**src/rtl/decode.sv**
```systemverilog
// Decode stage: splits fetched instructions into fields, tracks pending register writes, and stalls on RAW hazards.
// Latency: an instruction accepted from fetch in cycle N is presented on the issue port in cycle N+1.
// Backpressure: the fetch_keep handshake holds fetch while the issue slot is full and not taken, or while a source register is pending.
//
// Ports:
//   clk, arstn            - clock, asynchronous active-low reset
//   fetch_inst_i/id_i     - instruction and PC offered by fetch (valid in the same cycle)
//   fetch_state_o         - fetch_next consumes the offered instruction, fetch_keep holds it
//   issue_*               - valid/ready issue register towards execute (op, rd, rs1, rs2, imm, pc)
//   wb_valid_i/wb_rd_i    - writeback retiring a register write (clears its scoreboard bit)
//   halted_o              - HALT accepted; fetch is frozen until reset

package decode_pkg;

    typedef logic [31:0] instruction_t;
    typedef logic [31:0] pc_t;

    typedef enum logic {
        fetch_keep = 1'b0,
        fetch_next = 1'b1
    } fetch_state_t;

    typedef enum logic [2:0] {
        OP_NOP     = 3'd0,
        OP_ADD     = 3'd1,
        OP_SUB     = 3'd2,
        OP_ADDI    = 3'd3,
        OP_LOAD    = 3'd4,
        OP_STORE   = 3'd5,
        OP_HALT    = 3'd6,
        OP_ILLEGAL = 3'd7
    } issue_op_t;

endpackage

module decode
    import decode_pkg::*;
#(
    parameter int REG_NUM   = 32,
    parameter int IMM_WIDTH = 32
) (
    input  logic                 clk,
    input  logic                 arstn,

    input  instruction_t         fetch_inst_i,
    input  pc_t                  fetch_id_i,
    output fetch_state_t         fetch_state_o,

    output logic                 issue_valid_o,
    input  logic                 issue_ready_i,
    output logic [2:0]           issue_op_o,
    output logic [4:0]           issue_rd_o,
    output logic [4:0]           issue_rs1_o,
    output logic [4:0]           issue_rs2_o,
    output logic [IMM_WIDTH-1:0] issue_imm_o,
    output pc_t                  issue_pc_o,

    input  logic                 wb_valid_i,
    input  logic [4:0]           wb_rd_i,

    output logic                 halted_o
);

    // ------------------------------------------------------------------
    // Types
    // ------------------------------------------------------------------
    typedef enum logic [1:0] {
        ST_WAIT = 2'd0,
        ST_RUN  = 2'd1,
        ST_HALT = 2'd2
    } state_t;

    typedef struct packed {
        issue_op_t            op;
        logic [4:0]           rd;
        logic [4:0]           rs1;
        logic [4:0]           rs2;
        logic [IMM_WIDTH-1:0] imm;
        pc_t                  pc;
    } slot_t;

    // ------------------------------------------------------------------
    // Signals
    // ------------------------------------------------------------------
    state_t               state_q;
    state_t               state_d;

    slot_t                slot_q;
    logic                 slot_vld_q;

    logic [REG_NUM-1:0]   sb_q;
    logic [REG_NUM-1:0]   sb_d;

    slot_t                dec;
    logic                 dec_reads_rs1;
    logic                 dec_reads_rs2;
    logic                 dec_writes_rd;
    logic                 hazard;
    logic                 slot_free;
    logic                 accept;

    // ------------------------------------------------------------------
    // Instruction field decode
    // ------------------------------------------------------------------
    always_comb begin
        dec           = '0;
        dec_reads_rs1 = 1'b0;
        dec_reads_rs2 = 1'b0;
        dec_writes_rd = 1'b0;

        dec.rd  = fetch_inst_i[25:21];
        dec.rs1 = fetch_inst_i[20:16];
        dec.rs2 = fetch_inst_i[15:11];
        dec.imm = {{(IMM_WIDTH-16){fetch_inst_i[15]}}, fetch_inst_i[15:0]};
        dec.pc  = fetch_id_i;

        unique case (fetch_inst_i[31:26])
            6'h00: dec.op = OP_NOP;
            6'h01: begin
                dec.op        = OP_ADD;
                dec_reads_rs1 = 1'b1;
                dec_reads_rs2 = 1'b1;
                dec_writes_rd = 1'b1;
            end
            6'h02: begin
                dec.op        = OP_SUB;
                dec_reads_rs1 = 1'b1;
                dec_reads_rs2 = 1'b1;
                dec_writes_rd = 1'b1;
            end
            6'h03: begin
                dec.op        = OP_ADDI;
                dec_reads_rs1 = 1'b1;
                dec_writes_rd = 1'b1;
            end
            6'h04: begin
                dec.op        = OP_LOAD;
                dec_reads_rs1 = 1'b1;
                dec_writes_rd = 1'b1;
            end
            6'h05: begin
                dec.op        = OP_STORE;
                dec_reads_rs1 = 1'b1;
                dec_reads_rs2 = 1'b1;
            end
            6'h3F: dec.op = OP_HALT;
            default: begin
                // Illegal encodings carry no register meaning downstream.
                dec.op  = OP_ILLEGAL;
                dec.rd  = 5'd0;
                dec.rs1 = 5'd0;
                dec.rs2 = 5'd0;
            end
        endcase
    end

    // Registered scoreboard only: a writeback in this cycle is not bypassed,
    // which keeps fetch_state_o independent of wb_* in the same cycle.
    always_comb begin
        hazard = 1'b0;
        if (dec_reads_rs1 && (dec.rs1 != 5'd0) && sb_q[dec.rs1]) begin
            hazard = 1'b1;
        end
        if (dec_reads_rs2 && (dec.rs2 != 5'd0) && sb_q[dec.rs2]) begin
            hazard = 1'b1;
        end
    end

    // Slot can take a new entry if empty or if it is being handed over now.
    assign slot_free = !slot_vld_q || issue_ready_i;

    // ------------------------------------------------------------------
    // FSM: state register
    // ------------------------------------------------------------------
    always_ff @(posedge clk or negedge arstn) begin
        if (!arstn) begin
            state_q <= ST_WAIT;
        end else begin
            state_q <= state_d;
        end
    end

    // ------------------------------------------------------------------
    // FSM: next state
    // ------------------------------------------------------------------
    always_comb begin
        state_d = state_q;
        unique case (state_q)
            ST_WAIT: state_d = ST_RUN;   // one settle cycle for the instruction ROM
            ST_RUN: begin
                if (accept && (dec.op == OP_HALT)) begin
                    state_d = ST_HALT;
                end
            end
            ST_HALT: state_d = ST_HALT;
            default: state_d = ST_WAIT;
        endcase
    end

    // ------------------------------------------------------------------
    // FSM: outputs
    // ------------------------------------------------------------------
    always_comb begin
        accept        = 1'b0;
        fetch_state_o = fetch_keep;
        halted_o      = 1'b0;
        unique case (state_q)
            ST_WAIT: begin
                accept        = 1'b0;
                fetch_state_o = fetch_keep;
            end
            ST_RUN: begin
                accept        = slot_free && !hazard;
                fetch_state_o = accept ? fetch_next : fetch_keep;
            end
            ST_HALT: begin
                halted_o      = 1'b1;
                fetch_state_o = fetch_keep;
            end
            default: begin
                accept        = 1'b0;
                fetch_state_o = fetch_keep;
            end
        endcase
    end

    // ------------------------------------------------------------------
    // Issue slot
    // ------------------------------------------------------------------
    always_ff @(posedge clk or negedge arstn) begin
        if (!arstn) begin
            slot_q     <= '0;
            slot_vld_q <= 1'b0;
        end else if (accept) begin
            slot_q     <= dec;
            slot_vld_q <= 1'b1;
        end else if (slot_vld_q && issue_ready_i) begin
            // Drain only; fields are left as-is since valid is low.
            slot_vld_q <= 1'b0;
        end
    end

    assign issue_valid_o = slot_vld_q;
    assign issue_op_o    = slot_q.op;
    assign issue_rd_o    = slot_q.rd;
    assign issue_rs1_o   = slot_q.rs1;
    assign issue_rs2_o   = slot_q.rs2;
    assign issue_imm_o   = slot_q.imm;
    assign issue_pc_o    = slot_q.pc;

    // ------------------------------------------------------------------
    // Scoreboard of pending register writes
    // ------------------------------------------------------------------
    always_comb begin
        sb_d = sb_q;
        if (wb_valid_i) begin
            sb_d[wb_rd_i] = 1'b0;
        end
        // Set after clear so a same-cycle set on the same register wins.
        if (accept && dec_writes_rd && (dec.rd != 5'd0)) begin
            sb_d[dec.rd] = 1'b1;
        end
        sb_d[0] = 1'b0;   // r0 is never tracked
    end

    always_ff @(posedge clk or negedge arstn) begin
        if (!arstn) begin
            sb_q <= '0;
        end else begin
            sb_q <= sb_d;
        end
    end

endmodule

```
**config.mk**
```make
export PLATFORM = sky130hd
export DESIGN_NAME = decode
export DESIGN_NICKNAME = d
export VERILOG_FILES = /design/src/rtl/decode.sv
export SDC_FILE = /design/constraint.sdc
export NUM_CORES = 1
export LEC_CHECK = 0
export CAP_MARGIN = 20
export CORE_MARGIN = 2
export CORE_UTILIZATION = 48
export CTS_BUF_LIST = sky130_fd_sc_hd__clkbuf_4 sky130_fd_sc_hd__clkbuf_8 sky130_fd_sc_hd__clkbuf_16
export CTS_CLUSTER_SIZE = 40
export DETAILED_ROUTE_END_ITERATION = 16
export GPL_ROUTABILITY_DRIVEN = 0
export PLACE_DENSITY = 0.81
export SLEW_MARGIN = 20
export SYNTH_ARGS = -nofsm -noshare
export SYNTH_HDL_FRONTEND = slang
export SYNTH_SLANG_ARGS = --single-unit
export TNS_END_PERCENT = 50
```
**constraint.sdc**
```tcl
create_clock -name clk -period 3.3 [get_ports clk]
set_input_delay 0.33 -clock clk [delete_from_list [all_inputs] [get_ports clk]]
set_output_delay 0.33 -clock clk [all_outputs]
set_load 0.05 [all_outputs]
```
==> metrics.yaml, run 1 <==
status: "completed"
crit_chain: "clkdlybuf4s50_1, mux4_2, a211o_1, a41oi_2, o211ai_4, inv_4, buf_12, buf_12"
synth_area_leaders: "dfrtp_1, mux2_4, o21ai_0"
port_buffers: 157
die_x_um: 108
dieArea_sq_um: 11800
synth_edf_count: 0
synth.net_count: 503
r2r_setup_slack_ns: 0.81
max_clock_freq_mhz: 320
vias: 4158
routedWlPerCell_um: 20.6
dpl.hpwl_um: 10800
finalSetupViolations: 0
rows: 38
seq_area_frac_synth_pct: 47.8
setup-tns-final_ns: 0
synthMostInstantiatedCell: "dfrtp_1"
final-max-slew-violation-count: 0
grt_pass1_wl_um: 22600
tightestPinTransition_ns: 0.654
fin_worst_skew_ns: 0.00936
antenna_found_initial: 0
cp-end-kind: "primary output"
syn_avg_cell_area_sq_um: 12.3
leakage_nw: 2.93
clk_latency_ns: 0.37
netlist_instances: 427
postRouteAntennaNets: 0
timing.final.crit_period_ns: 3.12
ir_drop_v: 0.000674
initial_core_util_pct: 48.7
cpLargestDelayFamily: "buffers and inverters"
total_power_mw: 6.82
cts_made_buffers: 9
first_pass_iters: 5
holdCritPathClass: "in2async"
path_class: "in2out"
netlist_top_cells_count: "dfrtp_1, o21ai_0, mux2_4, mux2i_1"
core_sq_um: 10700
ys_async_sr_fraction_pct: 100
vias_per_cell: 5.79
wirelength_um: 14800
ios: 158
startpoint_type: "primary input"
yosysTopAreaCell: "dfrtp_1"
num_antenna_cells: 0
die_y_um: 108
root_buffer: "clkbuf_8"
crit_path_max_fanout: 15
crit_top_cell: "buf_12"
finalHoldViolCount: 0
required_ns: 2.97
max_slew_margin_pct: 56.4
fin_cells: 718
worstPathArrival_ns: 2.79
drive_gt1_share_pct: 18.5
gr-total-overflow: 0
areaGrowthSynthToFinish_pct: 35.1
cts_buffer_depth: 2
fin_nets: 650
track_usage_pct: 25.6
synth.distinct_cells: 53
cp_num_buf_inv: 4
placedCellCount: 702
min_period_over_period_pct: 94.6
cap_violations: 0
drtIter0Drc: 307
htreeDepth: 3
cts_tree: "done"
rsz0062_at_grt: "no"
ys_warn_count: 0
synthFlopType: "dfrtp_1"
grt_max_degree: 52
cts_sinks: 100
synth_top_area_share_pct: 47.8
crit_slowest_cell: "clkdlybuf4s50_1"
grt_pass1_vias: 4162
max_stage_delay_ns: 0.64
power_per_cell_area_nw_per_um2: 965
path_clk_slew_ns: 0.10
synth_area_sq_um: 5230
drc: 0
ys_ff_latch: 100
==> stage by stage <==
stage	worst slack [ns]	hold slack (ns)	cell area (sq um)	utilization, %
3_5_place_dp	0.172	0.398	6860	63.8
2_1_floorplan	0.901	0.0344	5230	-
3_3_place_gp	0.255	0.386	6860	63.8
4_1_cts	0.176	0.518	7070	65.8
5_1_grt	0.0539	0.532	7070	65.8
6_report	0.177	0.516	7070	65.8
==> logic make-up (layout without fill, tap and decap cells) <==
kind of cell,Yosys count,in the layout,synth area share (%)
adder cells (fa/ha/maj),3,3,0.717
buffers and inverters,58,209,7.13
AO/OA/AOI/OAI,101,101,13.1
AND/OR/NAND/NOR,81,81,8.68
multiplexers,84,84,22.5
flip-flops,100,100,47.8
==> flip-flops by register name (all words and copies together) (netlist names) <==
register / cells
issue_imm_o: 16
issue_op_o: 3
issue_pc_o: 32
issue_rd_o: 5
issue_rs1_o: 5
issue_rs2_o: 5
issue_valid_o: 1
sb_q: 31
state_q: 2
==> power by group <==
group	internal [mW]	switching, mW
Combinational	1.60	2.52
Sequential	1.63	0.261
Clock	0.388	0.422
Total	3.62	3.20
==> worst paths after layout <==
| kind | startpoint | end | cells after the start |
|---|---|---|---|
| setup reg to reg | sb_q[6] | issue_pc_o[4] | 7 |
| max in group asynchronous | arstn | issue_pc_o[15] | 3 |
| hold / removal | arstn | issue_pc_o[5] | 2 |
| min in group clk | issue_imm_o[14] | issue_imm_o[14] | 1 |
| setup / recovery | fetch_inst_i[11] | fetch_state_o | 8 |
| hold reg to reg | issue_imm_o[14] | issue_imm_o[14] | 1 |
==> repair_timing <==
item,4_1_cts,5_1_grt
gates resized for setup,0,0
hold endpoints to repair,11,0
endpoints found under the setup margin,0,0
hold buffers,1,0
setup buffers,0,0
==> layer usage <==
| layer | GRT usage (%) | vias to the layer above | wire, um | part of all wire, % |
|---|---|---|---|---|
| li1 | - | 1844 | - | - |
| met5 | 0 | - | 0 | 0 |
| met3 | 6.15 | 40 | 1210 | 8.2 |
| met1 | 31.1 | 2036 | 5780 | 39 |
| met4 | 11.8 | 0 | 383 | 2.6 |
| met2 | 42.9 | 238 | 7390 | 50 |
==> final cells by class <==
type / instances / area [sq um]
clock buffers: 12 / 153
inverters: 21 / 81.3
well taps: 140 / 175
flip-flops and latches: 100 / 2500
repair buffers: 173 / 1750
clock inverters: 3 / 46.3
multi-input cells: 269 / 2360
fillers: 822 / 3680
==> cell usage in the layout, fill, tap and decap left out, drive strengths merged, types with 6 or more instances in the layout <==
master / instances
buf: 17
o31ai: 17
clkdlybuf4s50: 155
o21ai: 51
nand3: 7
nand2: 20
mux4: 8
mux2i: 21
a21oi: 7
nor3b: 6
dfrtp: 100
or3: 6
nand3b: 6
mux2: 55
inv: 21
nor2: 13
a211oi: 6
clkbuf: 12
==> worst register-to-register path: stages, from the launching register on <==
cell,delay (ns)
dfrtp_1,0.42
mux4_2,0.48
a211o_1,0.33
a41oi_2,0.33
o211ai_4,0.14
inv_4,0.12
buf_12,0.23
mux2_4,0.33
Power figures use the tool's default switching activity.
==> inputs of run 2 (changes only) <==
ABC_CLOCK_PERIOD_IN_PS = 3300   (was unset)
REMOVE_ABC_BUFFERS = 1   (was unset)
==> run 2 against run 1 <==
Total power rose by 0.60%. Non-clock buffer count rose by 1. Global-route usage fell by 1.6 points. Critical endpoint unchanged. Largest power group unchanged.
==> metrics.yaml, run 2 (synthesized netlist as in run 1, its figures left out) <==
status: "completed"
cts_sinks: 100  # unchanged
areaGrowthSynthToFinish_pct: 35.7
p_int_mw: 3.66  # +1.2%
p_seq_share_pct: 27.7  # about the same
crit_path_max_fanout: 15  # unchanged
combPwrFrac_pct: 59.7  # -0.7 points
ir_drop_v: 0.000676  # +0.39%
required_ns: 2.97  # about the same
drive_gt1_share_pct: 19.1  # +0.63 points
cp-end-kind: "primary output"
tightestPinTransition_ns: 0.970  # +0.315 ns
htreeDepth: 3  # unchanged
crit_slowest_cell: "clkdlybuf4s50_1"
finalSetupViolations: 0  # unchanged
routedWlPerCell_um: 19.5  # -5.3%
p_sw_share_pct: 46.6  # -0.31 points
placedCellCount: 704  # +0.28%
clk_latency_ns: 0.38  # about the same
dieArea_sq_um: 11800  # unchanged
total_power_mw: 6.86  # +0.60%
grt_pass1_wl_um: 21600  # -4.4%
path_clk_slew_ns: 0.09  # about the same
fin_nets: 651  # +0.15%
max_clock_freq_mhz: 320  # -0.10%
hold_slack_ns: 0.107  # -0.409 ns
core_sq_um: 10700  # unchanged
final_core_util_pct: 66.1  # +0.30 points
first_pass_iters: 4  # -1
crit_top_cell: "buf_12"
gr-total-overflow: 0  # unchanged
max_slew_margin_pct: 35.3  # -21 points
wirelength_um: 14000  # -5.0%
crit_chain: "clkdlybuf4s50_1, mux4_2, mux2i_1, nand3_1, a41oi_2, o211ai_4, inv_4, buf_12, buf_12"
cts_made_buffers: 9  # unchanged
holdCritPathClass: "in2async"
grt_max_degree: 78  # +50%
initial_core_util_pct: 48.7  # unchanged
leakage_nw: 2.95  # +0.53%
die_y_um: 108  # unchanged
ios: 158  # unchanged
fin_worst_skew_ns: 0.0206  # +0.0113 ns
die_x_um: 108  # unchanged
p_clk_share_pct: 12.6  # +0.7 points
worst_slack_ns: 0.173  # -0.00328 ns
timing.final.crit_period_ns: 3.13  # +0.00328 ns
drc: 0  # unchanged
switchingPower_mw: 3.20  # about the same
startpoint_type: "primary input"
max_stage_delay_ns: 0.62  # -0.02 ns
port_buffers: 157  # unchanged
path_class: "in2out"
min_period_over_period_pct: 94.7  # +0.10 points
power_per_cell_area_nw_per_um2: 966  # +0.14%
final_cell_mix: "clkdlybuf4s50_1, dfrtp_1, o21ai_0"
rsz0062_at_grt: "no"
cpLargestDelayFamily: "buffers and inverters"
final_common_cell: "clkdlybuf4s50_1"
vias: 4034  # -3.0%
fin_cells: 720  # +0.28%
root_buffer: "clkbuf_8"
drtIter0Drc: 313  # +2.0%
finalHoldViolCount: 0  # unchanged
vias_per_cell: 5.60  # -3.3%
postRouteAntennaNets: 0  # unchanged
grt_pass1_vias: 4039  # -3.0%
cts_buffer_depth: 2  # unchanged
num_antenna_cells: 0  # unchanged
cp_num_buf_inv: 4  # unchanged
largest_reg_flops: 32  # unchanged
final-max-slew-violation-count: 0  # unchanged
antenna_found_initial: 0  # unchanged
cap_violations: 0  # unchanged
rows: 38  # unchanged
dpl.hpwl_um: 10700  # -1.2%
post-place-ws_ns: 0.111  # -0.0605 ns
worstPathArrival_ns: 2.80  # about the same
cts_tree: "done"
track_usage_pct: 24.0  # -1.6 points
## run 2: changes by cell type in the layout (fill, tap and decap cells not counted), sizes merged
cell and delta:
buf +2, bufinv +1, clkbuf -3, clkinv +3
dlygate4sd3 -1
## run 2: area by class of cell
cell class / count / area [sq um]
flip-flops and latches: 100 / 2500
clock buffers: 9 / 124
inverters: 21 / 81.3
fillers: 794 / 3650
repair buffers: 174 / 1760
multi-input cells: 269 / 2360
clock inverters: 7 / 98.8
well taps: 140 / 175
## run 2: worst reg2reg max path, stage by stage, from the launching register on
cell and delay (ns):
dfrtp_1 0.40, mux4_2 0.49, mux2i_1 0.25, nand3_1 0.13, a41oi_2 0.31, o211ai_4 0.13, inv_4 0.13, buf_12 0.24
mux2_4 0.34
## run 2: path summary, 6_finish.rpt
check | start | endpoint | slack [ns] | cells past startpoint
max in group asynchronous | arstn | issue_rs2_o[0] | 2.42 | 2
setup reg to reg | sb_q[15] | issue_pc_o[16] | 0.78 | 8
setup / recovery | fetch_inst_i[12] | fetch_state_o | 0.17 | 9
hold / removal | arstn | issue_imm_o[3] | 0.11 | 1
hold reg to reg | issue_imm_o[3] | issue_imm_o[3] | 0.52 | 1
min in group clk | issue_imm_o[3] | issue_imm_o[3] | 0.52 | 1
## run 2: metal layers
layer	track usage [%]	wire (um)	up-vias
met5	0	0	-
met4	8.33	347	0
met3	7.41	1290	24
met2	40.9	6990	164
met1	28.6	5390	2000
li1	-	-	1846
## run 2: through the flow
step                cell area, sq um  setup TNS [ns]
finish                          7100               0
floorplan                       4940          -43.52
detailed placement              6870               0
global placement                6870               0
global route                    7100               0
CTS                             7100               0
## run 2: power by group through the flow
stage          logic (mW)  clock network (mW)  registers (mW)
2_1_floorplan        1.01                   0            3.38
3_3_place_gp         4.02                   0            1.88
3_5_place_dp         4.11                   0            1.92
4_1_cts              4.12               0.879            1.90
5_1_grt              4.26               0.936            1.95
6_report             4.10               0.864            1.90
## run 2: timing repair
action,in CTS,in global routing
buffers inserted,0,0
resized for setup,0,1
setup endpoints to repair,0,1
hold buffers,0,0
==> inputs of run 3 (changes only) <==
ABC_CLOCK_PERIOD_IN_PS = 2900   (was 3300)
clock period = 2.9 ns   (was 3.3 ns; I/O delays follow)
==> run 3 against run 2 <==
Critical path depth is 1 higher. Sequential cell count stayed put. Clock power grew 16%. Routed wire length increased by 5.2%. Count of clock-buffer cells in the layout stayed put. Critical endpoint unchanged. Largest cell class unchanged. Sequential share of layout area is 1.5 points lower.
==> metrics.yaml, run 3 (synthesized netlist as in run 1, its figures left out) <==
dpl.hpwl_um: 11000  # +3.4%
grt_pass1_vias: 4141  # +2.5%
fin_worst_skew_ns: 0.0115  # -0.00918 ns
holdCritPathClass: "in2reg"
initial_core_util_pct: 48.7  # unchanged
crit_slowest_cell: "clkdlybuf4s50_1"
combPwrFrac_pct: 60.4  # +0.7 points
crit_top_cell: "buf_12"
finalHoldViolCount: 0  # unchanged
rsz0062_at_grt: "no"
crit_chain: "clkdlybuf4s50_1, buf_4, or3b_1, a21oi_1, nor3b_2, o22ai_4, o211ai_4, clkinv_4, buf_12, buf_12"
wirelength_um: 14700  # +5.2%
drc: 0  # unchanged
cts_buffer_depth: 2  # unchanged
vias_per_cell: 5.63  # +0.44%
path_clk_slew_ns: 0.10  # about the same
crit_cells: 10  # +1
timing.final.crit_period_ns: 2.81
p_int_mw: 4.29  # +17%
switchingPower_mw: 3.69  # +15%
startpoint_type: "primary input"
worst_slack_ns: 0.0853  # -0.0879 ns
num_antenna_cells: 0  # unchanged
leakage_nw: 3.13  # +6.3%
max_stage_delay_ns: 0.46  # -0.16 ns
final_common_cell: "clkdlybuf4s50_1"
vias: 4215  # +4.5%
largest_reg_flops: 32  # unchanged
gr-total-overflow: 0  # unchanged
antenna_found_initial: 0  # unchanged
post-place-ws_ns: -0.125  # -0.236 ns
port_buffers: 157  # unchanged
core_sq_um: 10700  # unchanged
path_class: "in2out"
dieArea_sq_um: 11800  # unchanged
routedWlPerCell_um: 19.7  # +1.1%
drtIter0Drc: 401  # +28%
fillers: 757  # -4.7%
final_cell_mix: "clkdlybuf4s50_1, dfrtp_1, o21ai_0"
status: "completed"
tightestPinTransition_ns: 0.621  # -0.349 ns
root_buffer: "clkbuf_8"
p_seq_share_pct: 27.1  # -0.6 points
max_clock_freq_mhz: 355
ir_drop_v: 0.000820  # +21%
cp_num_buf_inv: 5  # +1
track_usage_pct: 24.9  # +0.97 points
required_ns: 2.61  # -0.36 ns
first_pass_iters: 5  # +1
ios: 158  # unchanged
max_slew_margin_pct: 58.6  # +23 points
reg2reg_depth: 8  # unchanged
grt_max_degree: 55  # -29%
final-max-slew-violation-count: 0  # unchanged
cpLargestDelayFamily: "buffers and inverters"
postRouteAntennaNets: 0  # unchanged
min_period_over_period_pct: 97.1
cts_sinks: 100  # unchanged
areaGrowthSynthToFinish_pct: 41.5
clk_latency_ns: 0.37  # about the same
p_clk_share_pct: 12.5  # about the same
fin_nets: 680  # +4.5%
cts_tree: "done"
drive_gt1_share_pct: 23.8  # +4.7 points
grt_pass1_wl_um: 22400  # +3.6%
crit_path_max_fanout: 9  # -6
p_sw_share_pct: 46.2  # -0.42 points
placedCellCount: 726  # +3.1%
power_per_cell_area_nw_per_um2: 1080  # +11%
rows: 38  # unchanged
finalSetupViolations: 0  # unchanged
cp-end-kind: "primary output"
cap_violations: 0  # unchanged
fin_cells: 749  # +4.0%
worstPathArrival_ns: 2.52  # -0.28 ns
worstHoldPathCells: 4
die_x_um: 108  # unchanged
htreeDepth: 3  # unchanged
cts_made_buffers: 9  # unchanged
die_y_um: 108  # unchanged
[run 3: changes by cell type in the layout (fill, tap and decap cells not counted), sizes merged]
cell           previous run  this run
dlymetal6s2s              0         2
buf                      19        47
dlygate4sd3               0         1
dlygate4sd2               0         1
clkdlybuf4s50           155       152
[run 3: power by group through the flow]
stage               sequential, mW  combinational (mW)  clock [mW]
global route                  2.21                5.01        1.08
detailed placement            2.18                4.79           0
floorplan                     3.81                1.15           0
finish                        2.16                4.82        1.00
CTS                           2.16                4.81        1.01
global placement              2.15                4.69           0
[run 3: stage by stage]
stage	utilization, %	power, mW	hold WS (ns)	cell area, sq um	setup TNS (ns)
3_5_place_dp	65.8	6.96	0.342	7080	-6.08
2_1_floorplan	-	4.96	-0.00559	4940	-55.34
5_1_grt	68.9	8.30	0.474	7410	0
6_report	68.9	7.98	0.462	7410	0
4_1_cts	68.0	7.98	0.495	7310	0
3_3_place_gp	65.8	6.84	0.333	7080	-1.67
[run 3: final cells by class]
cell class | count | area (sq um) | area share (%)
Clock buffer | 9 | 124 | 1.67
Tap cell | 140 | 175 | 2.37
Clock inverter | 7 | 98.8 | 1.33
Sequential cell | 100 | 2500 | 33.8
Timing Repair Buffer | 203 | 2020 | 27.3
Inverter | 21 | 83.8 | 1.13
Multi-Input combinational cell | 269 | 2400 | 32.4
[run 3: routing by layer]
layer | global-route usage (%) | routed length (um) | vias to the layer above
li1 | - | - | 1906
met1 | 32.4 | 6110 | 2082
met2 | 41.1 | 7150 | 195
met3 | 5.79 | 1150 | 32
met4 | 8.33 | 340 | 0
met5 | 0 | 0 | -
[run 3: worst paths after layout]
kind / from / to / slack (ns)
worst min-delay path: fetch_inst_i[16] / issue_rs1_o[0] / 0.46
worst max register to register: sb_q[4] / issue_imm_o[0] / 0.42
worst min register to register: issue_rs2_o[4] / issue_rs2_o[4] / 0.52
worst max-delay path: fetch_inst_i[28] / fetch_state_o / 0.09
min in group asynchronous: arstn / issue_imm_o[3] / 0.47
max in group asynchronous: arstn / issue_rs2_o[4] / 1.72
[run 3: repair_timing]
| item | in CTS | in global routing |
|---|---|---|
| pin swaps | 0 | 4 |
| resized for setup | 3 | 11 |
| endpoints found under the setup margin | 1 | 1 |
| hold buffers | 1 | 0 |
| hold endpoints to repair | 46 | 0 |
| buffers inserted | 0 | 6 |
[run 3: tightest hold or removal path: stages]
cell and delay, ns:
dlymetal6s2s_1 0.18, buf_4 0.20, nand2_1 0.06, mux2i_1 0.06
